--- config.mk ---
export PLATFORM = sky130hd
export DESIGN_NAME = rc5_tx_scheduler
export DESIGN_NICKNAME = d
export VERILOG_FILES = /design/src/rtl/rc5_tx_scheduler.sv
export SDC_FILE = /design/constraint.sdc
export NUM_CORES = 1
export LEC_CHECK = 0
export ABC_AREA = 1
export BUFFER_PORTS_ARGS = -buffer_cell sky130_fd_sc_hd__buf_2
export CORE_UTILIZATION = 41
export DETAILED_ROUTE_END_ITERATION = 10
export GPL_TIMING_DRIVEN = 0
export PLACE_DENSITY_LB_ADDON = 0.3
export SLEW_MARGIN = 20
export SYNTH_ARGS = -nofsm -noshare
export SYNTH_HDL_FRONTEND = slang
export SYNTH_SLANG_ARGS = --single-unit
--- constraint.sdc ---
create_clock -name clk -period 1.6 [get_ports clk]
set_input_delay 0.4 -clock clk [delete_from_list [all_inputs] [get_ports clk]]
set_output_delay 0.4 -clock clk [all_outputs]
set_load 0.01 [all_outputs]
--- src/rtl/rc5_tx_scheduler.sv ---
// rc5_tx_scheduler: round-robin RC-5 frame builder and Manchester transmitter for two requesters.
// Define RC5_CARRIER_EN to gate mark half-bits with a 50% carrier; otherwise ir_out is the baseband envelope.
module rc5_tx_scheduler #(
  parameter int HALF_BIT_CYCLES = 88900,
  parameter int FRAME_CYCLES    = 11379000,
  parameter int CARRIER_DIV     = 1389
) (
  input  logic       clk,
  input  logic       rst,
  input  logic [1:0] req,
  input  logic [4:0] addr0,
  input  logic [4:0] addr1,
  input  logic [5:0] cmd0,
  input  logic [5:0] cmd1,
  output logic [1:0] grant,
  output logic       busy,
  output logic       toggle,
  output logic       ir_out
);
  typedef enum logic [1:0] {IDLE, SEND, GAP} state_t;
  state_t state, state_n;
  logic owner, winner, decide, load, handover, hb_last, send_done, frame_end, env;
  logic [13:0] frame;
  logic [4:0] hb_idx;
  logic [31:0] hb_cnt, ftimer;
  if (FRAME_CYCLES < 28 * HALF_BIT_CYCLES || CARRIER_DIV < 1) begin : g_bad_cfg
    $error("rc5_tx_scheduler: invalid timing parameters");
  end
  // with at least one request, the non-owner wins if it asks, else the owner keeps it
  assign winner = req[~owner] ? ~owner : owner;
  assign hb_last = hb_cnt == HALF_BIT_CYCLES - 1;
  assign send_done = state == SEND && hb_last && hb_idx == 5'd27;
  assign frame_end = ftimer == FRAME_CYCLES - 1;
  always_comb begin
    decide = state == IDLE || ((state == GAP || send_done) && frame_end);
    load = decide && req != 2'b00;
    handover = load && (state == IDLE || winner != owner);
    state_n = load ? SEND : decide ? IDLE : send_done ? GAP : state;
  end
  always_ff @(posedge clk)
    if (rst) begin
      state  <= IDLE;
      owner  <= 1'b1;
      toggle <= 1'b0;
      grant  <= 2'b00;
      frame  <= '0;
      hb_idx <= '0;
      hb_cnt <= '0;
      ftimer <= '0;
    end else begin
      state <= state_n;
      grant <= handover ? (winner ? 2'b10 : 2'b01) : 2'b00;
      if (load) begin
        owner  <= winner;
        toggle <= toggle ^ handover;
        frame  <= {2'b11, toggle ^ handover, winner ? addr1 : addr0, winner ? cmd1 : cmd0};
      end
      hb_cnt <= (state == SEND && !hb_last) ? hb_cnt + 32'd1 : '0;
      hb_idx <= (state == SEND && hb_last) ? (send_done ? '0 : hb_idx + 5'd1) : hb_idx;
      ftimer <= (load || frame_end || state == IDLE) ? '0 : ftimer + 32'd1;
    end
  // bit 1 is space-then-mark, so the envelope is high when the bit equals the half index
  assign env = ~(frame[4'd13 - hb_idx[4:1]] ^ hb_idx[0]);
  assign busy = state != IDLE;
`ifdef RC5_CARRIER_EN
  logic car_ph;
  logic [31:0] car_cnt;
  always_ff @(posedge clk)
    if (rst || load || (state == SEND && hb_last)) begin
      car_ph  <= 1'b1;
      car_cnt <= '0;
    end else begin
      car_ph  <= (car_cnt == CARRIER_DIV - 1) ? ~car_ph : car_ph;
      car_cnt <= (car_cnt == CARRIER_DIV - 1) ? '0 : car_cnt + 32'd1;
    end
  assign ir_out = state == SEND && env && car_ph;
`else
  assign ir_out = state == SEND && env;
`endif
endmodule

**Word level (Yosys, flattened, before mapping)**

Cells that the tools add are included.

- Bits of input ports: 26
- Output and inout port bits: 5
- Bits in latches: 0
- Memories kept: 0
- Bits in writable memories: 0
- Bits in read-only memories: 0
- Register bits after elaboration: 88
- Logic and storage cells: 60

- $mul: 0
- Eq/ne operators: 6
- $lt $le $gt $ge: 2
- Reductions and logical operators: 21
- Add/subtract/negate cells: 4
- Divide/modulo/power cells: 0
- Bitwise operators: 6
- Shift-type cells: 0
- Muxes and demuxes: 12

Operators with widths:

| operator | number |
|---|---|
| $add A32 B1 Y32 const B | 2 |
| $eq A32 B17 Y1 const B | 1 |
| $eq A32 B24 Y1 const B | 1 |
| $mux W5 | 2 |
| $logic_and A1 B1 Y1 | 7 |
| $mux W1 | 7 |
| $mux W6 | 1 |
| $reduce_or A2 Y1 | 3 |
| $add A5 B1 Y5 const B | 1 |
| $eq A5 B5 Y1 const B | 1 |
| $logic_or A1 B1 Y1 | 5 |
| $lt A4 B5 Y1 const B | 1 |
| $bmux W1 S4 | 1 |
| $not A1 Y1 | 4 |
| $reduce_bool A2 Y1 | 2 |
| $sub A4 B4 Y4 const A | 1 |
| $reduce_bool A3 Y1 | 1 |
| $reduce_or A3 Y1 | 1 |
| $eq A2 B1 Y1 const B | 1 |
| $eq A2 B2 Y1 const B | 1 |
| $logic_not A2 Y1 | 1 |
| $lt A1 B2 Y1 const B | 1 |
| $mux W2 | 1 |
| $xor A1 B1 Y1 | 2 |
| 2 further kinds | 2 |

**Logic depth before layout (Yosys ltp)**

Gate-level depths: netlist of the first run.

- Depth after elaboration: 10
- Mapped depth: 14
- Depth with buffers taken out: 13

**Worst setup path after synthesis of the first run**

Ideal clock, no wire load.

- Kind: reg2out
- From: reg hb_idx[2]
- To: out ir_out
- Data arrival time: 1.462 ns
- Setup slack: -0.262 ns
- Cell stages (with the launch flop): 9
- Data required time: 1.200 ns
- Buffers on the path: 0
- Path through: dfxtp_1 -> inv_1 -> ha_1 -> inv_1 -> o2111ai_1 -> a31o_2 -> nand3_1 -> nand2_1 -> nor2_1

- Word-level cells in the longest chain between the ends: 6

RTL lines:

| element | line | text |
|---|---|---|
| start: declaration | 24 | `logic [4:0] hb_idx;` |
| start signal: assignment | 59 | `hb_idx <= (state == SEND && hb_last) ? (send_done ? '0 : hb_idx + 5'd1) : hb_idx;` |
| $sub A4 B4 Y4 | 63 | `assign env = ~(frame[4'd13 - hb_idx[4:1]] ^ hb_idx[0]);` |
| $bmux W1 S4 | 63 |  |
| $mux W1 (implied by the code) | 63 |  |
| $xor A1 B1 Y1 | 63 |  |
| $not A1 Y1 | 63 |  |
| $logic_and A1 B1 Y1 | 78 | `assign ir_out = state == SEND && env;` |
| end: declaration | 18 | `output logic ir_out` |

No other way between the ends. The select of a mux whose other input is x is not followed.

**Final worst setup path of the first run**

Ends and elaborated chain as after synthesis.

==> summary.md, run 1 <==
• 109 um — horizontal die dimension
• 923 — number of cells in the finished layout apart from fillers
• 41.4% — Layout Area Growth over Synthesis
• 133% — share of the clock period used by the worst path
• 4404 — vias in the first global route
• 65.6% — worst-case headroom to the max-slew limit
• 3 — CTS H-Tree Depth
• 87 — number of storage elements in the synthesis netlist
• 38 — Site Rows
• sky130_fd_sc_hd__clkbuf_16 — clock tree root driver cell
• 809 — number of nets in the layout
• 7960 um — placed wire-length estimate after detailed placement
• 2.13 ns — min Tclk post-route
• 37.4% — sequential element share of the synthesized area
• 0.552 mV — maximum VDD drop
• 3 — top fanout value on the critical path
• 60.2% — end-of-flow core utilization
• 30 — number of buffers added on ports
• 14 — pin count of the biggest net entering global routing
• sky130_fd_sc_hd__nand2_1 — most frequent standard cell in the layout excluding fill and tap cells
• 272 — DRC violation total after the first TritonRoute iteration
• 0.00502 mm^2 — Placed Area
• sky130_fd_sc_hd__dfxtp_1 37%, sky130_fd_sc_hd__nand2_1 13%, sky130_fd_sc_hd__nor2_1 8.4%, sky130_fd_sc_hd__inv_1 6.6%, sky130_fd_sc_hd__nor3_1 4.1% — largest cells by area after synthesis
• 1.73 ns — CP Data Arrival Time
• -6.77 ns — final-layout setup total negative slack
• 1.20 ns — worst endpoint required time
• 0.00465 mm^2 — netlist area before placement
• 87 — number of clock sinks
• 0.06 ns — clock-pin slew on the worst setup and hold paths
• sky130_fd_sc_hd__dfxtp_1 — cell type with the largest total area after synthesis
• 0.35 ns — worst-skew pair later-pin latency
• 42.5% — starting density of the core
• 0 — remaining number of nets flagged by the antenna check after routing
• sky130_fd_sc_hd__dfxtp_1 — leading register cell type out of synthesis
• 144 x sky130_fd_sc_hd__nand2_1, 82 x sky130_fd_sc_hd__nor2_1, 74 x sky130_fd_sc_hd__inv_1 — commonest cells after routing, fill and taps aside
• 0.38 ns — highest cell delay on the worst timing path
• 0 — initial antenna violation count
• 20.5% — GRT Resource Usage Total
• 5.24 — post-DR vias/cell
• 753 mW/mm^2 — power density over the cells
• inv_6, ha_4, inv_2, o2111ai_2, a31o_2, nand3_2, nand2_1, nor2_2, buf_2 — cell breakdown of the critical path
• 0.471 GHz — Fmax achieved
• 0.872 — RD Place Congestion
• negative setup slack — violated checks
• 4832 — via count
• 4950 uW — Pwr Total
• 42 — number of distinct library cells after synthesis
• 0 — number of max-capacitance violations reported
• 14.5 um — per-cell routed wire length
• 0.00322 mm^2 — multi-input combinational cell area
• 19200 um — first-pass GRT wire length
• 79 — Setup-failing EPs final
• in -> reg — path type of the worst min-delay path
• finished, violations left — outcome
• yes — CTS tree
• 0 — count of final max-slew check failures
• 0.0118 mm^2 — die outline area
• 715 — Net Count, Synth
• 37.4% — area share of the largest cell type after synthesis
• 109 um — die extent in y
• sky130_fd_sc_hd__dfxtp_4 — Critical Path Slowest Stage Cell
• flop — type of element launching the critical path
• 0.00947 ns — final clock skew
• 31 — number of I/O pins
• 2 — number of buffers on the longest clock path
• 6.80 um^2 — Post-Synthesis Mean Instance Area
• reg -> out — critical path class
• 0 — total global routing overflow
• yes — unrepaired setup endpoints after global routing
• 5 — first-pass iteration count of the detailed router
• 0 — number of hold violations in the final report
• 0.0109 mm^2 — core area
• 37.2% — layout cell share with drive strength beyond 1
• 0.516 ns — Least-Margin Pin Slew
• 0 — total number of yosys warnings
• output pin — nature of the critical path endpoint
• 0.00658 mm^2 — post-route standard cell area excluding fillers
• 0.00179 mm^2 — area taken by flip-flops and latches
• -0.525 ns — slack of the critical path
• 9 — TritonCTS Buffers
• 0 — antenna fix cells
• 854 — placed cells
• 0 — number of enable-type register cells in the synthesized netlist
• 0% — Synth async-reset ratio
• 684 — number of standard cells after synthesis
• 0 — DRC violations left
• 0.00251 uW — leakage power of the design
• 935 — fill cell instance count of the final layout
• 13400 um — wire length reported by the detailed router
## final timing paths
path,startpoint,cells past startpoint,endpoint,slack (ns)
worst max register to register,hb_cnt[12]$_SDFF_PP0_,12,owner$_SDFFE_PP1P_,-0.19
worst min-delay path,cmd1[3],5,frame[3]$_SDFFE_PP0P_,0.37
worst min register to register,frame[12]$_SDFFE_PP0P_,2,frame[12]$_SDFFE_PP0P_,0.46
worst max-delay path,hb_idx[2]$_SDFFE_PP0P_,9,ir_out,-0.53
## routing by layer
metal  global-route usage [%]  share of wire, %  wire (um)
met3                     3.62               4.4        590
met2                     35.8                50       6690
met5                        0                 0          0
met1                     25.0                43       5760
met4                     7.53               2.3        312
## synthesized netlist by cell type (4+ instances only)
| cell | count |
|---|---|
| sky130_fd_sc_hd__xnor2_1 | 4 |
| sky130_fd_sc_hd__inv_1 | 82 |
| sky130_fd_sc_hd__a21oi_1 | 36 |
| sky130_fd_sc_hd__ha_1 | 5 |
| sky130_fd_sc_hd__nor3_1 | 38 |
| sky130_fd_sc_hd__nand4_1 | 25 |
| sky130_fd_sc_hd__buf_2 | 10 |
| sky130_fd_sc_hd__nor2_1 | 104 |
| sky130_fd_sc_hd__nor3b_1 | 13 |
| sky130_fd_sc_hd__nor4_1 | 8 |
| sky130_fd_sc_hd__o21ai_1 | 4 |
| sky130_fd_sc_hd__dfxtp_1 | 87 |
| sky130_fd_sc_hd__nand3_1 | 28 |
| sky130_fd_sc_hd__xor2_1 | 14 |
| sky130_fd_sc_hd__o21ai_0 | 12 |
| sky130_fd_sc_hd__or2_2 | 6 |
| sky130_fd_sc_hd__nor2_2 | 7 |
| sky130_fd_sc_hd__nand2_1 | 156 |
| sky130_fd_sc_hd__nand2_2 | 6 |
| sky130_fd_sc_hd__nand3_2 | 4 |
## critical path, delay by kind of cell (launching register included)
kind | cells | cell delay (ns)
AOI/OAI and AO/OA | 2 | 0.36
adders and majority gates | 1 | 0.21
buffers and inverters | 3 | 0.23
DFF | 1 | 0.38
and+or+nand+nor | 3 | 0.21
## cells by family (layout without fill, tap and decap cells)
family / Yosys count / in the layout / share of synthesized area [%]
AOI/OAI and AO/OA: 64 / 64 / 7.58
xor gates and xnor gates: 18 / 18 / 3.39
adders and majority gates: 5 / 5 / 1.34
buffers and inverters: 100 / 199 / 8.53
DFF: 87 / 87 / 37.4
and+or+nand+nor: 410 / 410 / 41.7
## where the power goes
group	total [uW]	switching [uW]	internal (uW)
clock network	2120	866	1250
logic	587	330	257
registers	2250	35.6	2210
## flip-flops by register name, summed over array words and instances, names as in the netlist
name,cells
hb_idx,5
hb_cnt,32
owner,1
grant,2
frame,13
state,2
ftimer,32
## per-stage QoR
| step | hold slack, ns | setup WS (ns) |
|---|---|---|
| floorplan | 0.420 | -0.0571 |
| global placement | 0.427 | -0.248 |
| detailed placement | 0.434 | -0.259 |
| CTS | 0.371 | -0.533 |
| global route | 0.402 | -0.616 |
| finish | 0.372 | -0.525 |
## timing repair
action                     4_1_cts  5_1_grt
cloned                           0        6
pin swaps                       20       46
buffers inserted                22       26
hold buffers                     0        0
setup endpoints to repair       86       88
resized for setup               78      147
## cell type report
| cell class | count | share of cell area (%) |
|---|---|---|
| inverters | 86 | 5.15 |
| plain buffers | 14 | 2.00 |
| clock buffers | 13 | 3.80 |
| repair buffers | 83 | 9.66 |
| well taps | 140 | 2.66 |
| flip-flops and latches | 87 | 27.2 |
| clock inverters | 3 | 0.647 |
| multi-input cells | 497 | 48.9 |
(Power assumes the default switching activity.)
==> run 2, diff against run 1 <==
--- a/config.mk
+++ b/config.mk
@@ -7,10 +7,10 @@
 export LEC_CHECK = 0
 export ABC_AREA = 1
 export BUFFER_PORTS_ARGS = -buffer_cell sky130_fd_sc_hd__buf_2
-export CORE_UTILIZATION = 41
+export CORE_UTILIZATION = 55
 export DETAILED_ROUTE_END_ITERATION = 10
 export GPL_TIMING_DRIVEN = 0
-export PLACE_DENSITY_LB_ADDON = 0.3
+export PLACE_DENSITY = 0.76
 export SLEW_MARGIN = 20
 export SYNTH_ARGS = -nofsm -noshare
 export SYNTH_HDL_FRONTEND = slang
==> run 2 against run 1 <==
The flow still finishes with violations (negative setup slack). Fmax is 6.9% lower. Clock skew is 0.013 ns higher. Combinational power increased by 19%. Hold slack got worse by 0.021 ns. Non-clock buffer count is 22 higher.
==> summary.md, run 2 (same netlist as run 1, synthesis figures left out) <==
• 5 — count of cells along the worst hold path
• 30 — number of buffers added on ports
• 84.1% — end-of-flow core utilization
• 44.0% — layout cell share with drive strength beyond 1
• output pin — nature of the critical path endpoint
• 0.00822 mm^2 — core area
• 5.96 — post-DR vias/cell
• 6 — cell depth of the worst flop-to-flop path
• 33 — Site Rows
• yes — CTS tree
• 48.6% — Layout Area Growth over Synthesis
• 94.0 um — horizontal die dimension
• 15 — pin count of the biggest net entering global routing
• finished, violations left — outcome
• 15.1% — Gate power share
• 18.2 um — per-cell routed wire length
• 0.438 GHz — Fmax achieved
• 0 — antenna fix cells
• 0.39 ns — worst-skew pair later-pin latency
• 87 — number of clock sinks
• 0 — number of hold violations in the final report
• sky130_fd_sc_hd__clkbuf_8 — clock tree root driver cell
• 77 — Setup-failing EPs final
• 31.0% — GRT Resource Usage Total
• sky130_fd_sc_hd__dfxtp_4 — Critical Path Slowest Stage Cell
• 3270 uW — internal portion of total power
• 0.00883 mm^2 — die outline area
• 1340 uW — net switching power figure
• reg -> out — critical path class
• 56.6% — starting density of the core
• 831 — number of nets in the layout
• 0 — count of final max-slew check failures
• yes — unrepaired setup endpoints after global routing
• frame[7]$_SDFFE_PP0P_ — worst hold path endpoint
• 910 — number of cells in the finished layout apart from fillers
• 21300 um — first-pass GRT wire length
• 0 — initial antenna violation count
• 94.0 um — die extent in y
• 0.39 ns — highest cell delay on the worst timing path
• flop — type of element launching the critical path
• 0.00277 uW — leakage power of the design
• 7700 um — placed wire-length estimate after detailed placement
• hb_cnt[26]$_SDFF_PP0_ — Critical R2R Capture
• 143% — share of the clock period used by the worst path
• 819 — placed cells
• 129 x sky130_fd_sc_hd__nand2_1, 74 x sky130_fd_sc_hd__inv_1, 70 x sky130_fd_sc_hd__nor2_1 — commonest cells after routing, fill and taps aside
• 0 — number of max-capacitance violations reported
• 29.0% — switching portion of total power
• ftimer (32), hb_cnt (32), frame (13) — largest registers
• sky130_fd_sc_hd__nand3_2 — cell with the most instances on the worst path
• 4720 — vias in the first global route
• 667 mW/mm^2 — power density over the cells
• 0 — total global routing overflow
• 416 — fill cell instance count of the final layout
• 0.0226 ns — final clock skew
• 2.28 ns — min Tclk post-route
• 5 — first-pass iteration count of the detailed router
• 36.2% — Clk network pwr share
• 45.2% — worst-case headroom to the max-slew limit
• 6 — top fanout value on the critical path
• 1.20 ns — worst endpoint required time
• 0 — DRC violations left
• inv_6, buf_4, a21oi_1, o21ai_0, nand3_1, nand3_2, nand3_2, nand2_2, nor2_2, buf_2 — cell breakdown of the critical path
• addr1[1] — Worst Hold Launch
• 48.7% — part of the total power dissipated in sequential elements
• 2 — number of buffers on the longest clock path
• 1.88 ns — CP Data Arrival Time
• 0 — remaining number of nets flagged by the antenna check after routing
• 485 — DRC violation total after the first TritonRoute iteration
• 0.09 ns — clock-pin slew on the worst setup and hold paths
• -0.684 ns — slack of the critical path
• 0.481 mV — maximum VDD drop
• 3 — CTS H-Tree Depth
• -0.31 ns — setup slack, reg-to-reg
• sky130_fd_sc_hd__nand2_1 — most frequent standard cell in the layout excluding fill and tap cells
• 0.815 ns — Least-Margin Pin Slew
• 31 — number of I/O pins
• in -> reg — path type of the worst min-delay path
• hb_cnt[19]$_SDFF_PP0_ — Critical R2R Launch
• 5427 — via count
• 0.878 — RD Place Congestion
• 16500 um — wire length reported by the detailed router
• 9 — TritonCTS Buffers
• negative setup slack — violated checks
[run 2: changes by cell type in the layout (fill, tap and decap cells not counted), sizes merged]
cell / before / now
clkinvlp: 1 / 3
buf: 93 / 113
[run 2: layer usage]
| metal | up-vias | GRT usage (%) | routed length, um |
|---|---|---|---|
| li1 | 2456 | - | - |
| met1 | 2519 | 36.8 | 6070 |
| met2 | 344 | 55.2 | 8130 |
| met3 | 108 | 4.45 | 1270 |
| met4 | 0 | 13.3 | 1050 |
| met5 | - | 0 | 0 |
[run 2: worst max path at each step]
stage / from / endpoint / slack [ns] / cells after the start
4_1_cts: hb_idx[2]$_SDFFE_PP0P_ / ir_out / -0.55 / 9
3_5_place_dp: hb_cnt[0]$_SDFF_PP0_ / owner$_SDFFE_PP1P_ / -0.31 / 13
5_1_grt: hb_idx[2]$_SDFFE_PP0P_ / ir_out / -0.72 / 10
2_1_floorplan: hb_idx[2]$_SDFFE_PP0P_ / ir_out / -0.06 / 8
6_report: hb_idx[2]$_SDFFE_PP0P_ / ir_out / -0.68 / 10
3_3_place_gp: hb_cnt[0]$_SDFF_PP0_ / owner$_SDFFE_PP1P_ / -0.28 / 13
[run 2: area by class of cell]
cell class	count	area, um^2	share of cell area [%]
plain buffers	12	113	1.63
clock buffers	11	141	2.05
clock inverters	5	56.3	0.815
inverters	86	348	5.03
multi-input cells	497	3390	49.0
flip-flops and latches	87	1810	26.2
well taps	105	131	1.90
repair buffers	107	926	13.4
[run 2: what timing repair did]
item | CTS | global route
setup endpoints to repair | 86 | 89
hold endpoints to repair | 0 | 0
hold buffers | 0 | 0
cloned | 5 | 3
resized for setup | 136 | 156
setup buffers | 41 | 31
pin swaps | 23 | 46
[run 2: metrics by stage]
stage	hold WS [ns]	worst slack, ns	TNS, ns	total power (uW)	area, um^2
floorplan	0.420	-0.0571	-0.0888	2600	4690
global route	0.385	-0.725	-16.51	4750	6910
CTS	0.347	-0.555	-6.95	4460	6090
detailed placement	0.436	-0.313	-15.84	2720	4980
global placement	0.430	-0.276	-11.89	2710	4980
finish	0.351	-0.684	-9.48	4610	6910
[run 2: power groups by stage]
stage	clock network (uW)	logic [uW]	registers [uW]
floorplan	0	295	2300
global placement	0	410	2300
detailed placement	0	416	2300
CTS	1600	609	2250
global route	1750	749	2250
finish	1670	697	2250
[run 2: critical path, delay by kind of cell (launching register included)]
family | cells | cell delay [ns]
simple gates | 5 | 0.54
flops | 1 | 0.39
buf+inv | 3 | 0.32
compound gates | 2 | 0.27
